`config.mk`:
```
export PLATFORM = sky130hd
export DESIGN_NAME = sdio_dat_tx
export DESIGN_NICKNAME = d
export VERILOG_FILES = /design/src/rtl/sdio_dat_tx_pkg.sv /design/src/rtl/sdio_dat_tx_crc16.sv /design/src/rtl/sdio_dat_tx.sv
export SDC_FILE = /design/constraint.sdc
export NUM_CORES = 1
export LEC_CHECK = 0
export BUFFER_PORTS_ARGS = -buffer_cell sky130_fd_sc_hd__clkbuf_2
export CORE_MARGIN = 10
export CORE_UTILIZATION = 45
export DETAILED_ROUTE_END_ITERATION = 8
export PLACE_DENSITY = 0.66
export SLEW_MARGIN = 20
export SYNTH_ARGS = -nofsm -noshare
export SYNTH_HDL_FRONTEND = slang
export SYNTH_HIERARCHICAL = 1
export SYNTH_SLANG_ARGS = --single-unit
```
`constraint.sdc`:
```
create_clock -name clk -period 2.64 [get_ports clk]
set_input_delay 0.132 -clock clk [delete_from_list [all_inputs] [get_ports clk]]
set_output_delay 0.132 -clock clk [all_outputs]
set_load 0.03 [all_outputs]
```
`src/rtl/sdio_dat_tx_pkg.sv`:
```
// sdio_dat_tx_pkg: shared SDIO DAT-line types and constants
package sdio_dat_tx_pkg;
    typedef enum logic [2:0] {IDLE, START, DATA, CRC, END} state_t;
    localparam logic [15:0] CRC16_POLY = 16'h1021;
    localparam logic [15:0] CRC16_SEED = 16'h0000;
    localparam logic START_BIT = 1'b0;
    localparam logic END_BIT = 1'b1;
endpackage

```
`src/rtl/sdio_dat_tx_crc16.sv`:
```
// sdio_dat_tx_crc16: bit-serial CRC16 with a combinational look-ahead of the next value
module sdio_dat_tx_crc16
    import sdio_dat_tx_pkg::*;
#(
    parameter logic [15:0] POLY = CRC16_POLY,
    parameter logic [15:0] SEED = CRC16_SEED
) (
    input  logic        clk,
    input  logic        rst,
    input  logic        en,
    input  logic        din,
    output logic [15:0] crc,
    output logic [15:0] crc_next
);
    // next remainder after shifting in din; exposed so the sender can use it before it lands
    always_comb crc_next = {crc[14:0], 1'b0} ^ ((din ^ crc[15]) ? POLY : 16'h0000);

    // remainder register, cleared to the seed whenever the engine is held in reset
    always_ff @(posedge clk)
        if (rst) crc <= SEED;
        else if (en) crc <= crc_next;
endmodule

```
`src/rtl/sdio_dat_tx.sv`:
```
// sdio_dat_tx: serialises one data block onto SDIO DAT0 with start bit, CRC16 and end bit
module sdio_dat_tx
    import sdio_dat_tx_pkg::*;
#(
    parameter int BLOCK_MAX = 512
) (
    input  logic       clk,
    input  logic       rst,
    input  logic       start,
    input  logic [9:0] block_size,
    input  logic [7:0] data,
    input  logic       data_valid,
    output logic       data_ready,
    output logic       sdio_dat,
    output logic       sdio_dat_oe,
    output logic       busy,
    output logic       done,
    output logic       underrun
);
    state_t      state, state_n;
    logic        dat_n, oe_n, done_n, und_n;
    logic [9:0]  byte_cnt, byte_n;
    logic [2:0]  bit_cnt, bit_n;
    logic [3:0]  crc_cnt, crc_cnt_n;
    logic [6:0]  sh, sh_n;
    logic [15:0] crc, crc_next;

    // the engine sees each payload bit while it is on the line, and idles outside DATA
    sdio_dat_tx_crc16 #(.POLY(CRC16_POLY), .SEED(CRC16_SEED)) u_crc (
        .clk(clk),
        .rst(rst || state == IDLE),
        .en(state == DATA),
        .din(sdio_dat),
        .crc(crc),
        .crc_next(crc_next)
    );

    assign busy = state != IDLE;
    assign data_ready = state == START || (state == DATA && bit_cnt == '0 && byte_cnt != '0);

    // next-state and next-output logic; every line value is decided one edge ahead
    always_comb begin
        state_n = state;
        dat_n = sdio_dat;
        oe_n = sdio_dat_oe;
        done_n = 1'b0;
        und_n = 1'b0;
        byte_n = byte_cnt;
        bit_n = bit_cnt;
        crc_cnt_n = crc_cnt;
        sh_n = sh;
        case (state)
            IDLE: if (start) begin
                state_n = START;
                dat_n = START_BIT;
                oe_n = 1'b1;
                byte_n = block_size == '0 ? 10'(BLOCK_MAX) : block_size;
            end
            START, DATA: if (data_ready) begin
                if (data_valid) begin
                    state_n = DATA;
                    dat_n = data[7];
                    sh_n = data[6:0];
                    bit_n = 3'd7;
                    byte_n = byte_cnt - 10'd1;
                end else begin
                    state_n = IDLE;
                    dat_n = 1'b1;
                    oe_n = 1'b0;
                    und_n = 1'b1;
                end
            end else if (bit_cnt == '0) begin
                state_n = CRC;
                dat_n = crc_next[15];
                crc_cnt_n = 4'd15;
            end else begin
                dat_n = sh[6];
                sh_n = {sh[5:0], 1'b0};
                bit_n = bit_cnt - 3'd1;
            end
            CRC: if (crc_cnt == '0) begin
                state_n = END;
                dat_n = END_BIT;
            end else begin
                dat_n = crc[crc_cnt - 4'd1];
                crc_cnt_n = crc_cnt - 4'd1;
            end
            END: begin
                state_n = IDLE;
                dat_n = 1'b1;
                oe_n = 1'b0;
                done_n = 1'b1;
            end
            default: state_n = IDLE;
        endcase
    end

    // state, line drivers, pulses and counters
    always_ff @(posedge clk) begin
        if (rst) begin
            state <= IDLE;
            sdio_dat <= 1'b1;
            sdio_dat_oe <= 1'b0;
            done <= 1'b0;
            underrun <= 1'b0;
            byte_cnt <= '0;
            bit_cnt <= '0;
            crc_cnt <= '0;
            sh <= '0;
        end else begin
            state <= state_n;
            sdio_dat <= dat_n;
            sdio_dat_oe <= oe_n;
            done <= done_n;
            underrun <= und_n;
            byte_cnt <= byte_n;
            bit_cnt <= bit_n;
            crc_cnt <= crc_cnt_n;
            sh <= sh_n;
        end
    end
endmodule
```
Yosys cells after proc, flatten, opt, wreduce, memory -nomap -nowiden. Index checks and enable logic that the tools add are counted.

Register bits after elaboration: 47.

$add $sub $neg: 3. Order comparisons: 1. Eq/ne operators: 15. Mux-type cells: 36. Bitwise gates (word level): 4. Reduce and logical (&&, ||, !) cells: 22.

Operators with widths (count): $mux 10 (4); $mux 3 (7); $mux 7 (3); $ne 2x2->1 const B (10); $pmux 10 s2 (1); $xor 16x16->16 (1); $mux 13 (1); $mux 4 (3); $reduce_and 4->1 (3); $mux 1 (11); $logic_not 10->1 (1); $reduce_bool 10->1 (1); $sub 10x1->10 const B (1); $pmux 3 s3 (1); $pmux 4 s2 (1); $eq 3x2->1 const B (2); $logic_not 3->1 (2); $reduce_and 3->1 (2); $reduce_bool 3->1 (2); $lt 4x5->1 const B (1); $bmux 1 s4 (1); $logic_not 4->1 (1); $pmux 1 s4 (1); $reduce_bool 2->1 (2); 15 further kinds (18).

Depth between registers and ports, before layout. Gate-level depths: netlist of run 1.

Depth in word-level cells: 6. Depth in mapped cells: 8. Mapped depth without buffers: 8.

By module. Netlist of run 1, hierarchy kept.

Modules (own cells, without submodules): sdio_dat_tx (times used 1, cells each 223, area each 1884.3 µm²); sdio_dat_tx_crc16 (times used 1, cells each 68, area each 723.2 µm²).

Least setup slack after synthesis of run 1. Ideal clock, no wire load.

Kind: reg-to-reg. Start: reg byte_cnt[0]. End: reg sdio_dat. Library setup time: 120 ps. Arrival time: 2086 ps. Data required time: 2520 ps. Slack: 434 ps. Cell stages (with the launch flop): 9. Clock period less this slack: 2206 ps. Path through: dfxtp_1 > inv_1 > ha_1 > or4b_1 > or4_4 > nand2_4 > inv_4 > mux2i_1 > a211o_1.

Longest elaborated chain between the ends: 5.

RTL lines: from (decl) (line sdio_dat_tx.sv:22) `logic [9:0] byte_cnt, byte_n;`; from (signal assigned) (line sdio_dat_tx.sv:116) `byte_cnt <= byte_n;`; $reduce_bool 10->1 (line sdio_dat_tx.sv:39) `assign data_ready = state == START || (state == DATA && bit_cnt == '0 && byte_cnt != '0);`; $logic_and 1x1->1 (line sdio_dat_tx.sv:39); $logic_or 1x1->1 (line sdio_dat_tx.sv:39); via data_ready (line sdio_dat_tx.sv:13) `output logic data_ready,`; $mux 1 (line sdio_dat_tx.sv:59) `START, DATA: if (data_ready) begin`; $pmux 1 s4 (line sdio_dat_tx.sv:52) `case (state)`; to (signal assigned) (line sdio_dat_tx.sv:112) `sdio_dat <= dat_n;`; to (decl) (line sdio_dat_tx.sv:14) `output logic sdio_dat,`.

The timed path passes the listed nets, and every way through them passes these cells. A chain may end at the register's enable or synchronous reset.

Worst setup path after layout of run 1.
Start: reg byte_cnt[0]. End: out data_ready.

Longest elaborated chain between the ends: 3.

RTL lines (line): $reduce_bool 10->1 (sdio_dat_tx.sv:39); $logic_and 1x1->1 (sdio_dat_tx.sv:39); $logic_or 1x1->1 (sdio_dat_tx.sv:39); to (decl) (sdio_dat_tx.sv:13).

Every way passes these cells.

==> load_flow_metrics.sql, run 1 <==
INSERT INTO impl_metrics (metric_group, metric, value, unit) VALUES
('run_status', 'run_status', 'completed', ''),
('power', 'max-vdd-ir-drop', '0.000435', 'V'),
('finish', 'fraction_of_final_layout_cells_with_drive_strength_greater_than_1', '0.209', ''),
('clock_tree', 'cts-hold-fix-buffers', '0', ''),
('setup_path', 'worstPathBufferInverterCount', '3', ''),
('clock_tree', 'cts.htree.levels', '2', ''),
('finish', 'ff_latch_area', '941', 'µm²'),
('clock_tree', 'cts_setup_buffers', '0', ''),
('grt', 'via_count_of_the_first_global_routing_pass', '2005', ''),
('routing', 'routed_via_density', '5.54', ''),
('yosys', 'mappedNetlistArea', '0.00252', 'mm²'),
('floorplanning', 'floorplan.core_area', '0.00547', 'mm²'),
('clock_tree', 'tritoncts_clock_tree', 'built', ''),
('setup_path', 'cpPeakStageDelay', '500', 'ps'),
('setup_path', 'worst_path_cell_chain', 'inv_1 > ha_1 > or4b_1 > or4_4 > nand2_4 > inv_4 > clkbuf_2', ''),
('setup_path', 'worstSetupEndpointType', 'output port', ''),
('routing', 'route.antenna.remaining_nets', '0', ''),
('placed_design', 'gp_routability_congestion', '0.803', ''),
('grt', 'grt_start_max_net_pins', '24', ''),
('job', 'maxCapViolations', '0', ''),
('grt', 'wire_length_of_the_first_global_routing_pass', '9.21', 'mm'),
('clock_tree', 'clock-sinks', '47', ''),
('clock_tree', 'maximum_clock_insertion_buffer_count', '2', ''),
('placed_design', 'detailedPlacementHpwl', '4.01', 'mm'),
('routing', 'initialDrtViolationCount', '112', ''),
('routing', 'wire_per_inst', '14.4', 'µm'),
('sta', 'max_freq', '0.409', 'GHz'),
('clock_tree', 'cts_repair_resized_insts', '0', ''),
('floorplanning', 'die-height', '94.8', 'µm'),
('clock_tree', 'worstSkewPairLatency', '300', 'ps'),
('routing', 'first_pass_iters', '4', ''),
('grt', 'number_of_antenna_violations_at_the_first_check_in_global_routing', '0', ''),
('yosys', 'syn_inst', '279', ''),
('placed_design', 'dpl_worst_slack', '348', 'ps'),
('yosys', 'yosys_warnings', '6', ''),
('placed_design', 'placedInstanceArea', '0.00270', 'mm²'),
('floorplanning', 'die-area', '0.00899', 'mm²'),
('routing', 'dr_total_vias', '2073', ''),
('finish', 'multi_input_comb_area', '0.00145', 'mm²'),
('finish', 'area_growth', '10.8', '%'),
('sta', 'tns', '0', 'ps'),
('power', 'powerDensity', '1150', 'mW/mm²'),
('setup_path', 'cp.required', '2510', 'ps'),
('finish', 'filler_cell_count', '552', ''),
('sta', 'slew_headroom', '0.605', ''),
('sta', 'post-route-worst-setup-slack', '197', 'ps'),
('yosys', 'syn_area_per_cell', '9.02', 'µm²'),
('sta', 'rsz_0062_raised_after_global_routing', 'no', ''),
('floorplanning', 'num_io_pins', '28', ''),
('routing', 'finalWirelength', '5.40', 'mm'),
('grt', 'grt-ovfl-total', '0', ''),
('grt', 'grt_usage', '0.124', ''),
('clock_tree', 'tritoncts.num_buffers', '5', ''),
('sta', 'timing.final.crit_period', '2440', 'ps'),
('clock_tree', 'clkSlewWorstSetupHoldPaths', '90', 'ps'),
('sta', 'setup_violations', '0', ''),
('setup_path', 'critPathKind', 'flop to output port', ''),
('yosys', 'mappedNetlistNets', '305', ''),
('floorplanning', 'num_rows', '27', ''),
('power', 'cellLeakagePower', '1.05', 'nW'),
('setup_path', 'worst_ep_arrival_time', '2310', 'ps'),
('floorplanning', 'initial_core_util', '0.460', ''),
('sta', 'timing.clock.skew', '7.57', 'ps'),
('routing', 'drcViolationCount', '0', ''),
('setup_path', 'slowest_stage', 'sky130_fd_sc_hd__or4b_1', ''),
('finish', 'finalInstanceArea', '0.00279', 'mm²'),
('finish', 'antenna-diode-count', '0', ''),
('clock_tree', 'buffer_cell_driving_the_clock_tree_root', 'sky130_fd_sc_hd__clkbuf_8', ''),
('finish', 'core_util_final', '0.510', ''),
('worst_hold_path', 'min_path_type', 'input port to flop', ''),
('setup_path', 'timing.critical_path.from_type', 'flop', ''),
('sta', 'report.final.slew_viol_count', '0', ''),
('sta', 'final_min_period_over_clock_period', '0.925', ''),
('sta', 'worst-slew-pin-transition', '584', 'ps'),
('placed_design', 'io_buffers', '27', ''),
('setup_path', 'cp_top_family', 'simple AND/OR/NAND/NOR gates', ''),
('sta', 'hold_violations', '0', ''),
('sta', 'worst_hold_slack', '69.2', 'ps'),
('finish', 'fin_nets', '327', ''),
('setup_path', 'critPathMaxFanout', '10', ''),
('floorplanning', 'die_width', '94.8', 'µm');
## placed cells by master (no fill, tap or decap), types with 4 or more instances in the layout
cell                       instances
sky130_fd_sc_hd__ha_1              4
sky130_fd_sc_hd__buf_4             6
sky130_fd_sc_hd__mux2i_1          24
sky130_fd_sc_hd__clkbuf_8          5
sky130_fd_sc_hd__clkbuf_2         27
sky130_fd_sc_hd__nand3_1           4
sky130_fd_sc_hd__a311oi_1          4
sky130_fd_sc_hd__a21oi_1          18
sky130_fd_sc_hd__inv_1             9
sky130_fd_sc_hd__nor2_1           38
sky130_fd_sc_hd__o21ai_0           8
sky130_fd_sc_hd__nand2_1          23
sky130_fd_sc_hd__a211oi_1          7
sky130_fd_sc_hd__nor3_1            8
sky130_fd_sc_hd__mux4_2            5
sky130_fd_sc_hd__dfxtp_1          47
## metrics by stage
stage / std cells / power (W)
6_report: 374 / 0.00319
5_1_grt: 374 / 0.00346
4_1_cts: 373 / 0.00320
3_5_place_dp: 365 / 0.00278
3_3_place_gp: 365 / 0.00277
2_1_floorplan: 279 / 0.00245
## metal layers
metal / global-route usage / vias to the layer above / part of all wire
li1: - / 1059 / -
met1: 0.157 / 980 / 0.48
met2: 0.201 / 28 / 0.47
met3: 0.0349 / 6 / 0.043
met4: 0.0387 / 0 / 0.0054
met5: 0 / - / 0
## final cells by class
class                   count  share of cell area
multi-input cells         203               0.520
flip-flops and latches     47               0.337
repair buffers             33              0.0646
well taps                  72              0.0323
clock buffers               6              0.0260
inverters                  11              0.0157
clock inverters             2             0.00449
## worst min-delay path, cell delays in order
cell                       delay [ps]
sky130_fd_sc_hd__clkbuf_2          80
sky130_fd_sc_hd__nand2_1           40
sky130_fd_sc_hd__a311oi_1          70
## flip-flops by register name, summed over array words and instances (netlist names)
name         count
crc_cnt          4
u_crc/crc       16
sdio_dat         1
state            3
underrun         1
done             1
sh               7
bit_cnt          3
byte_cnt        10
sdio_dat_oe      1
## path summary, 6_finish.rpt
| kind | startpoint | endpoint | slack (ps) | cells after the start |
|---|---|---|---|---|
| hold reg to reg | bit_cnt[0] | bit_cnt[0] | 480 | 1 |
| setup / recovery | byte_cnt[0] | data_ready | 200 | 7 |
| hold / removal | data[1] | sh[1] | 70 | 3 |
| setup reg to reg | byte_cnt[0] | sdio_dat | 340 | 8 |
## power breakdown
part	internal [W]	total, W	leakage [nW]	switching [W]
combinational	0.000740	0.00170	0.626	0.000960
clock	0.000185	0.000426	0.0412	0.000240
sequential	0.000891	0.00107	0.383	0.000177
Power figures use the tool's default switching activity.
==> inputs of run 2 (changes only) <==
Settings changed: ABC_CLOCK_PERIOD_IN_PS set to 2640, CTS_BUF_LIST set to sky130_fd_sc_hd__clkbuf_4.
==> run 2 against run 1 <==
Net effect:
- register-to-register slack is essentially flat
- total power shrank 2.6%
- non-clock buffer count grew 1
- clock power shrank 20%
- critical path type unchanged
- largest power group unchanged
- critical path depth is the same
- highest routed layer unchanged
- core utilization shrank 0.32 points
- sequential share of layout area grew 0.21 points
- maximum frequency shrank 2.9%
- first-iteration DRC count shrank 2.7%
==> load_flow_metrics.sql, run 2 (same netlist as run 1, synthesis figures left out) <==
INSERT INTO impl_metrics (metric_group, metric, value, unit) VALUES
('run_status', 'run_status', 'completed', ''),
('routing', 'route.antenna.remaining_nets', '0', ''),
('placed_design', 'gp_routability_congestion', '0.803', ''),
('floorplanning', 'floorplan.core_area', '0.00547', 'mm²'),
('floorplanning', 'die-area', '0.00899', 'mm²'),
('clock_tree', 'worstSkewPairLatency', '360', 'ps'),
('placed_design', 'io_buffers', '27', ''),
('finish', 'final_cell_mix', 'sky130_fd_sc_hd__dfxtp_1 (47), sky130_fd_sc_hd__nor2_1 (38), sky130_fd_sc_hd__clkbuf_2 (27)', ''),
('grt', 'grt-ovfl-total', '0', ''),
('power', 'cellLeakagePower', '1.05', 'nW'),
('power', 'fraction_of_power_consumed_by_combinational_cells', '0.547', ''),
('floorplanning', 'num_io_pins', '28', ''),
('finish', 'final_cells', '375', ''),
('finish', 'fin_nets', '328', ''),
('routing', 'first_pass_iters', '4', ''),
('grt', 'wire_length_of_the_first_global_routing_pass', '9.25', 'mm'),
('sta', 'rsz_0062_raised_after_global_routing', 'no', ''),
('grt', 'number_of_antenna_violations_at_the_first_check_in_global_routing', '0', ''),
('sta', 'report.final.slew_viol_count', '0', ''),
('setup_path', 'worst_path_cell_chain', 'inv_1 > ha_1 > or4b_1 > or4_4 > nand2_4 > inv_4 > clkbuf_2', ''),
('grt', 'gr-max-usage-layer', 'met2', ''),
('power', 'clock_power_share', '0.110', ''),
('sta', 'tns', '0', 'ps'),
('power', 'powerDensity', '1120', 'mW/mm²'),
('power', 'power.switching', '0.00137', 'W'),
('placed_design', 'detailedPlacementHpwl', '4.01', 'mm'),
('finish', 'regMostFlops', 'u_crc/crc', ''),
('finish', 'multi_input_comb_area', '0.00145', 'mm²'),
('routing', 'routed_via_density', '5.53', ''),
('grt', 'met2_demand_to_capacity_share_in_global_routing', '0.201', ''),
('sta', 'hold_violations', '0', ''),
('routing', 'dr_total_vias', '2074', ''),
('setup_path', 'worstSetupEndpointType', 'output port', ''),
('clock_tree', 'cts.htree.levels', '2', ''),
('power', 'power.sequential.fraction', '0.343', ''),
('grt', 'via_count_of_the_first_global_routing_pass', '2015', ''),
('setup_path', 'critPathKind', 'flop to output port', ''),
('floorplanning', 'num_rows', '27', ''),
('routing', 'finalWirelength', '5.40', 'mm'),
('finish', 'ff_latch_area', '941', 'µm²'),
('clock_tree', 'tritoncts.num_buffers', '5', ''),
('worst_hold_path', 'min_path_type', 'input port to flop', ''),
('routing', 'drcViolationCount', '0', ''),
('setup_path', 'timing.critical_path.from_type', 'flop', ''),
('power', 'intPower', '0.00174', 'W'),
('sta', 'slew_headroom', '0.604', ''),
('setup_path', 'cp_top_family', 'simple AND/OR/NAND/NOR gates', ''),
('setup_path', 'slowest_stage', 'sky130_fd_sc_hd__or4b_1', ''),
('clock_tree', 'tritoncts_clock_tree', 'built', ''),
('floorplanning', 'die-height', '94.8', 'µm'),
('floorplanning', 'die_width', '94.8', 'µm'),
('power', 'max-vdd-ir-drop', '0.000431', 'V'),
('sta', 'max_freq', '0.397', 'GHz'),
('clock_tree', 'cts_setup_buffers', '0', ''),
('floorplanning', 'initial_core_util', '0.460', ''),
('finish', 'finalInstanceArea', '0.00277', 'mm²'),
('clock_tree', 'clkSlewWorstSetupHoldPaths', '140', 'ps'),
('grt', 'groute.layer.met3.usage', '0.0349', ''),
('finish', 'most_common_library_cell_in_the_layout_ignoring_fill_and_taps', 'sky130_fd_sc_hd__dfxtp_1', ''),
('finish', 'area_growth', '10.1', '%'),
('grt', 'grt_usage', '0.125', ''),
('clock_tree', 'cts_repair_resized_insts', '0', ''),
('finish', 'fraction_of_final_layout_cells_with_drive_strength_greater_than_1', '0.211', ''),
('finish', 'reg_top3', 'u_crc/crc (16), byte_cnt (10), sh (7)', ''),
('setup_path', 'worst_ep_arrival_time', '2380', 'ps'),
('setup_path', 'cpPeakStageDelay', '500', 'ps'),
('grt', 'grt_start_max_net_pins', '24', ''),
('clock_tree', 'cts-hold-fix-buffers', '1', ''),
('sta', 'worst-slew-pin-transition', '587', 'ps'),
('clock_tree', 'clock-sinks', '47', ''),
('clock_tree', 'maximum_clock_insertion_buffer_count', '2', ''),
('sta', 'timing.final.crit_period', '2520', 'ps'),
('placed_design', 'post-place-cells', '365', ''),
('finish', 'filler_cell_count', '553', ''),
('clock_tree', 'buffer_cell_driving_the_clock_tree_root', 'sky130_fd_sc_hd__clkbuf_4', ''),
('job', 'maxCapViolations', '0', ''),
('setup_path', 'worstPathBufferInverterCount', '3', ''),
('routing', 'wire_per_inst', '14.4', 'µm'),
('finish', 'flip_flop_count_of_the_largest_register_after_layout', '16', ''),
('finish', 'antenna-diode-count', '0', ''),
('setup_path', 'cp.required', '2510', 'ps'),
('setup_path', 'critPathMaxFanout', '10', ''),
('finish', 'core_util_final', '0.506', ''),
('placed_design', 'placedInstanceArea', '0.00270', 'mm²'),
('sta', 'timing.clock.skew', '11.4', 'ps'),
('grt', 'groute.layer.met1.usage', '0.158', ''),
('sta', 'final_min_period_over_clock_period', '0.953', ''),
('sta', 'setup_violations', '0', ''),
('routing', 'initialDrtViolationCount', '109', ''),
('power', 'sw_frac_of_total', '0.439', '');
[run 2: cell type report]
class	count	share of cell area
well taps	72	0.0325
inverters	11	0.0158
clock buffers	6	0.0163
repair buffers	34	0.0686
flip-flops and latches	47	0.340
multi-input cells	203	0.523
clock inverters	2	0.00451
[run 2: metal layers]
| layer | up-vias | share of wire |
|---|---|---|
| met1 | 972 | 0.47 |
| li1 | 1061 | - |
| met2 | 38 | 0.48 |
| met5 | - | 0 |
| met4 | 0 | 0.0020 |
| met3 | 3 | 0.048 |
[run 2: path summary, 6_finish.rpt]
path / start / endpoint / slack (ps) / cells past startpoint
setup / recovery: byte_cnt[0] / data_ready / 120 / 7
hold / removal: data[0] / sh[0] / 30 / 3
setup reg to reg: byte_cnt[0] / sdio_dat / 330 / 8
hold reg to reg: bit_cnt[0] / bit_cnt[0] / 490 / 1
[run 2: tightest hold or removal path, stage by stage]
cell                       delay, ps
sky130_fd_sc_hd__clkbuf_2         90
sky130_fd_sc_hd__nand3_1          70
sky130_fd_sc_hd__a21oi_1          60
[run 2: power by group through the flow]
| stage | clock network [W] | logic (W) | registers [W] |
|---|---|---|---|
| detailed placement | 0 | 0.00170 | 0.00108 |
| global placement | 0 | 0.00169 | 0.00108 |
| global route | 0.000378 | 0.00190 | 0.00110 |
| CTS | 0.000354 | 0.00170 | 0.00107 |
| floorplan | 0 | 0.00140 | 0.00105 |
| finish | 0.000342 | 0.00170 | 0.00107 |
[run 2: metrics by stage]
stage               power [W]  setup slack (ps)  hold slack, ps
floorplan             0.00245               434             249
global placement      0.00277               386             385
detailed placement    0.00278               348             390
CTS                   0.00312               109            13.9
global route          0.00338              17.9            28.1
finish                0.00311               124            28.5
==> inputs of run 3 (changes only) <==
--- a/config.mk
+++ b/config.mk
@@ -6,11 +6,12 @@
 export NUM_CORES = 1
 export LEC_CHECK = 0
+export ABC_AREA = 1
 export ABC_CLOCK_PERIOD_IN_PS = 2640
 export BUFFER_PORTS_ARGS = -buffer_cell sky130_fd_sc_hd__clkbuf_2
 export CORE_MARGIN = 10
-export CORE_UTILIZATION = 45
+export CORE_UTILIZATION = 61
 export CTS_BUF_LIST = sky130_fd_sc_hd__clkbuf_4
 export DETAILED_ROUTE_END_ITERATION = 8
-export PLACE_DENSITY = 0.66
+export PLACE_DENSITY = 0.84
 export SLEW_MARGIN = 20
 export SYNTH_ARGS = -nofsm -noshare
==> constraint.sdc (replaced) <==
create_clock -name clk -period 2.64 [get_ports clk]
set_input_delay 0.792 -clock clk [delete_from_list [all_inputs] [get_ports clk]]
set_output_delay 0.792 -clock clk [all_outputs]
set_load 0.03 [all_outputs]
==> run 3 against run 2 <==
Net effect:
- hold slack better by 450 ps
- clock skew is 0.53 ps higher
- sequential cell count unchanged
- highest routed layer unchanged
==> load_flow_metrics.sql, run 3 <==
INSERT INTO impl_metrics (metric_group, metric, value, unit) VALUES
('grt', 'gr-max-usage-layer', 'met2', ''),
('sta', 'post-route-worst-setup-slack', '97.7', 'ps'),
('grt', 'via_count_of_the_first_global_routing_pass', '2509', ''),
('routing', 'route.antenna.remaining_nets', '0', ''),
('floorplanning', 'floorplan.core_area', '0.00441', 'mm²'),
('routing', 'drcViolationCount', '0', ''),
('finish', 'antenna-diode-count', '0', ''),
('grt', 'grt_usage', '0.165', ''),
('yosys', 'syn_inst', '422', ''),
('grt', 'grt_start_max_net_pins', '25', ''),
('sta', 'timing.clock.skew', '11.9', 'ps'),
('sta', 'final_min_period_over_clock_period', '0.963', ''),
('routing', 'dr_total_vias', '2717', ''),
('setup_path', 'worst_ep_arrival_time', '1750', 'ps'),
('routing', 'routed_via_density', '5.46', ''),
('finish', 'filler_cell_count', '369', ''),
('run_status', 'run_status', 'completed', ''),
('floorplanning', 'num_rows', '24', ''),
('grt', 'met2_demand_to_capacity_share_in_global_routing', '0.269', ''),
('setup_path', 'critPathKind', 'flop to output port', ''),
('setup_path', 'critPathMaxFanout', '15', ''),
('yosys', 'syn_area_per_cell', '6.67', 'µm²'),
('finish', 'flip_flop_count_of_the_largest_register_after_layout', '16', ''),
('routing', 'finalWirelength', '6.18', 'mm'),
('finish', 'most_common_library_cell_in_the_layout_ignoring_fill_and_taps', 'sky130_fd_sc_hd__nand2_1', ''),
('finish', 'fin_nets', '471', ''),
('yosys', 'mappedNetlistArea', '0.00282', 'mm²'),
('finish', 'core_util_final', '0.687', ''),
('clock_tree', 'buffer_cell_driving_the_clock_tree_root', 'sky130_fd_sc_hd__clkbuf_4', ''),
('yosys', 'yosys_warnings', '6', ''),
('floorplanning', 'die_width', '87.9', 'µm'),
('grt', 'groute.layer.met1.usage', '0.210', ''),
('sta', 'worst-slew-pin-transition', '669', 'ps'),
('clock_tree', 'worstSkewPairLatency', '360', 'ps'),
('finish', 'final_cell_mix', 'sky130_fd_sc_hd__nand2_1 (114), sky130_fd_sc_hd__nor2_1 (62), sky130_fd_sc_hd__dfxtp_1 (47)', ''),
('grt', 'wire_length_of_the_first_global_routing_pass', '10.7', 'mm'),
('grt', 'number_of_antenna_violations_at_the_first_check_in_global_routing', '0', ''),
('placed_design', 'placedInstanceArea', '0.00291', 'mm²'),
('grt', 'grt-ovfl-total', '0', ''),
('finish', 'fraction_of_final_layout_cells_with_drive_strength_greater_than_1', '0.170', ''),
('finish', 'area_growth', '7.69', '%'),
('grt', 'groute.layer.met3.usage', '0.0334', ''),
('job', 'maxCapViolations', '0', ''),
('yosys', 'mappedNetlistNets', '448', ''),
('finish', 'reg_top3', 'u_crc/crc (16), byte_cnt (10), sh (7)', ''),
('placed_design', 'io_buffers', '27', ''),
('setup_path', 'cp.required', '1850', 'ps'),
('sta', 'timing.final.crit_period', '2540', 'ps'),
('setup_path', 'worstSetupEndpointType', 'output port', ''),
('sta', 'setup_violations', '0', ''),
('worst_hold_path', 'min_path_type', 'flop to flop', ''),
('sta', 'slew_headroom', '0.553', ''),
('finish', 'finalInstanceArea', '0.00303', 'mm²'),
('power', 'cellLeakagePower', '1.43', 'nW'),
('clock_tree', 'tritoncts.num_buffers', '5', ''),
('clock_tree', 'tritoncts_clock_tree', 'built', ''),
('clock_tree', 'clock-sinks', '47', ''),
('routing', 'first_pass_iters', '5', ''),
('placed_design', 'dpl_worst_slack', '288', 'ps'),
('clock_tree', 'cts.htree.levels', '2', ''),
('clock_tree', 'maximum_clock_insertion_buffer_count', '2', ''),
('sta', 'report.final.slew_viol_count', '0', ''),
('power', 'total_power', '0.00407', 'W'),
('power', 'powerDensity', '1340', 'mW/mm²'),
('floorplanning', 'num_io_pins', '28', ''),
('finish', 'regMostFlops', 'u_crc/crc', ''),
('routing', 'wire_per_inst', '12.4', 'µm'),
('placed_design', 'detailedPlacementHpwl', '4.51', 'mm'),
('sta', 'hold_violations', '0', ''),
('routing', 'initialDrtViolationCount', '153', ''),
('floorplanning', 'initial_core_util', '0.638', ''),
('floorplanning', 'die-height', '87.9', 'µm'),
('floorplanning', 'die-area', '0.00773', 'mm²'),
('sta', 'max_freq', '0.393', 'GHz'),
('placed_design', 'gp_routability_congestion', '0.912', ''),
('setup_path', 'timing.critical_path.from_type', 'flop', ''),
('power', 'max-vdd-ir-drop', '0.000852', 'V'),
('clock_tree', 'clkSlewWorstSetupHoldPaths', '140', 'ps'),
('clock_tree', 'cts-hold-fix-buffers', '0', '');
run 3: critical path, cell delays in order, from the launching register on:
cell and delay, ps:
sky130_fd_sc_hd__dfxtp_1 370, sky130_fd_sc_hd__inv_2 100, sky130_fd_sc_hd__ha_4 150, sky130_fd_sc_hd__nand2_1 110, sky130_fd_sc_hd__nor2_4 130, sky130_fd_sc_hd__nand3_2 120, sky130_fd_sc_hd__nand2_4 110, sky130_fd_sc_hd__nand2_4 110
sky130_fd_sc_hd__clkbuf_8 190
run 3: stage by stage:
step	hold WS (ps)	cells	TNS (ps)
after detailed placement	458	488	0
after global placement	459	488	0
after global routing	493	498	-8.50
after floorplan	444	422	0
final	477	498	0
after CTS	477	498	0
run 3: power breakdown:
| part | internal [W] | switching, W | total, W |
|---|---|---|---|
| sequential | 0.000916 | 0.000174 | 0.00109 |
| clock | 0.000200 | 0.000236 | 0.000435 |
| combinational | 0.000861 | 0.00168 | 0.00254 |
| total | 0.00198 | 0.00209 | 0.00407 |
run 3: what timing repair did:
item,4_1_cts,5_1_grt
resized for setup,4,2
setup buffers,2,0
setup endpoints to repair,1,1
hold endpoints to repair,0,0
pin swaps,2,1
run 3: area by class of cell:
cell class / count / area (µm²) / share of cell area
inverters: 50 / 193 / 0.0636
repair buffers: 31 / 174 / 0.0574
clock inverters: 3 / 43.8 / 0.0144
multi-input cells: 310 / 1580 / 0.520
clock buffers: 5 / 37.5 / 0.0124
well taps: 52 / 65.1 / 0.0215
flip-flops and latches: 47 / 941 / 0.310
run 3: worst paths after layout:
kind | start | endpoint | slack [ps] | cells after the start
min reg2reg | sh[0] | sh[0] | 480 | 2
max reg2reg | byte_cnt[0] | byte_cnt[4] | 600 | 12
max | byte_cnt[0] | data_ready | 100 | 8
min | sh[0] | sh[0] | 480 | 2
run 3: per-layer routing:
layer / up-vias / wire (µm)
met1: 1233 / 2880
met3: 14 / 273
met2: 87 / 2940
met4: 0 / 87
li1: 1383 / -
met5: - / 0
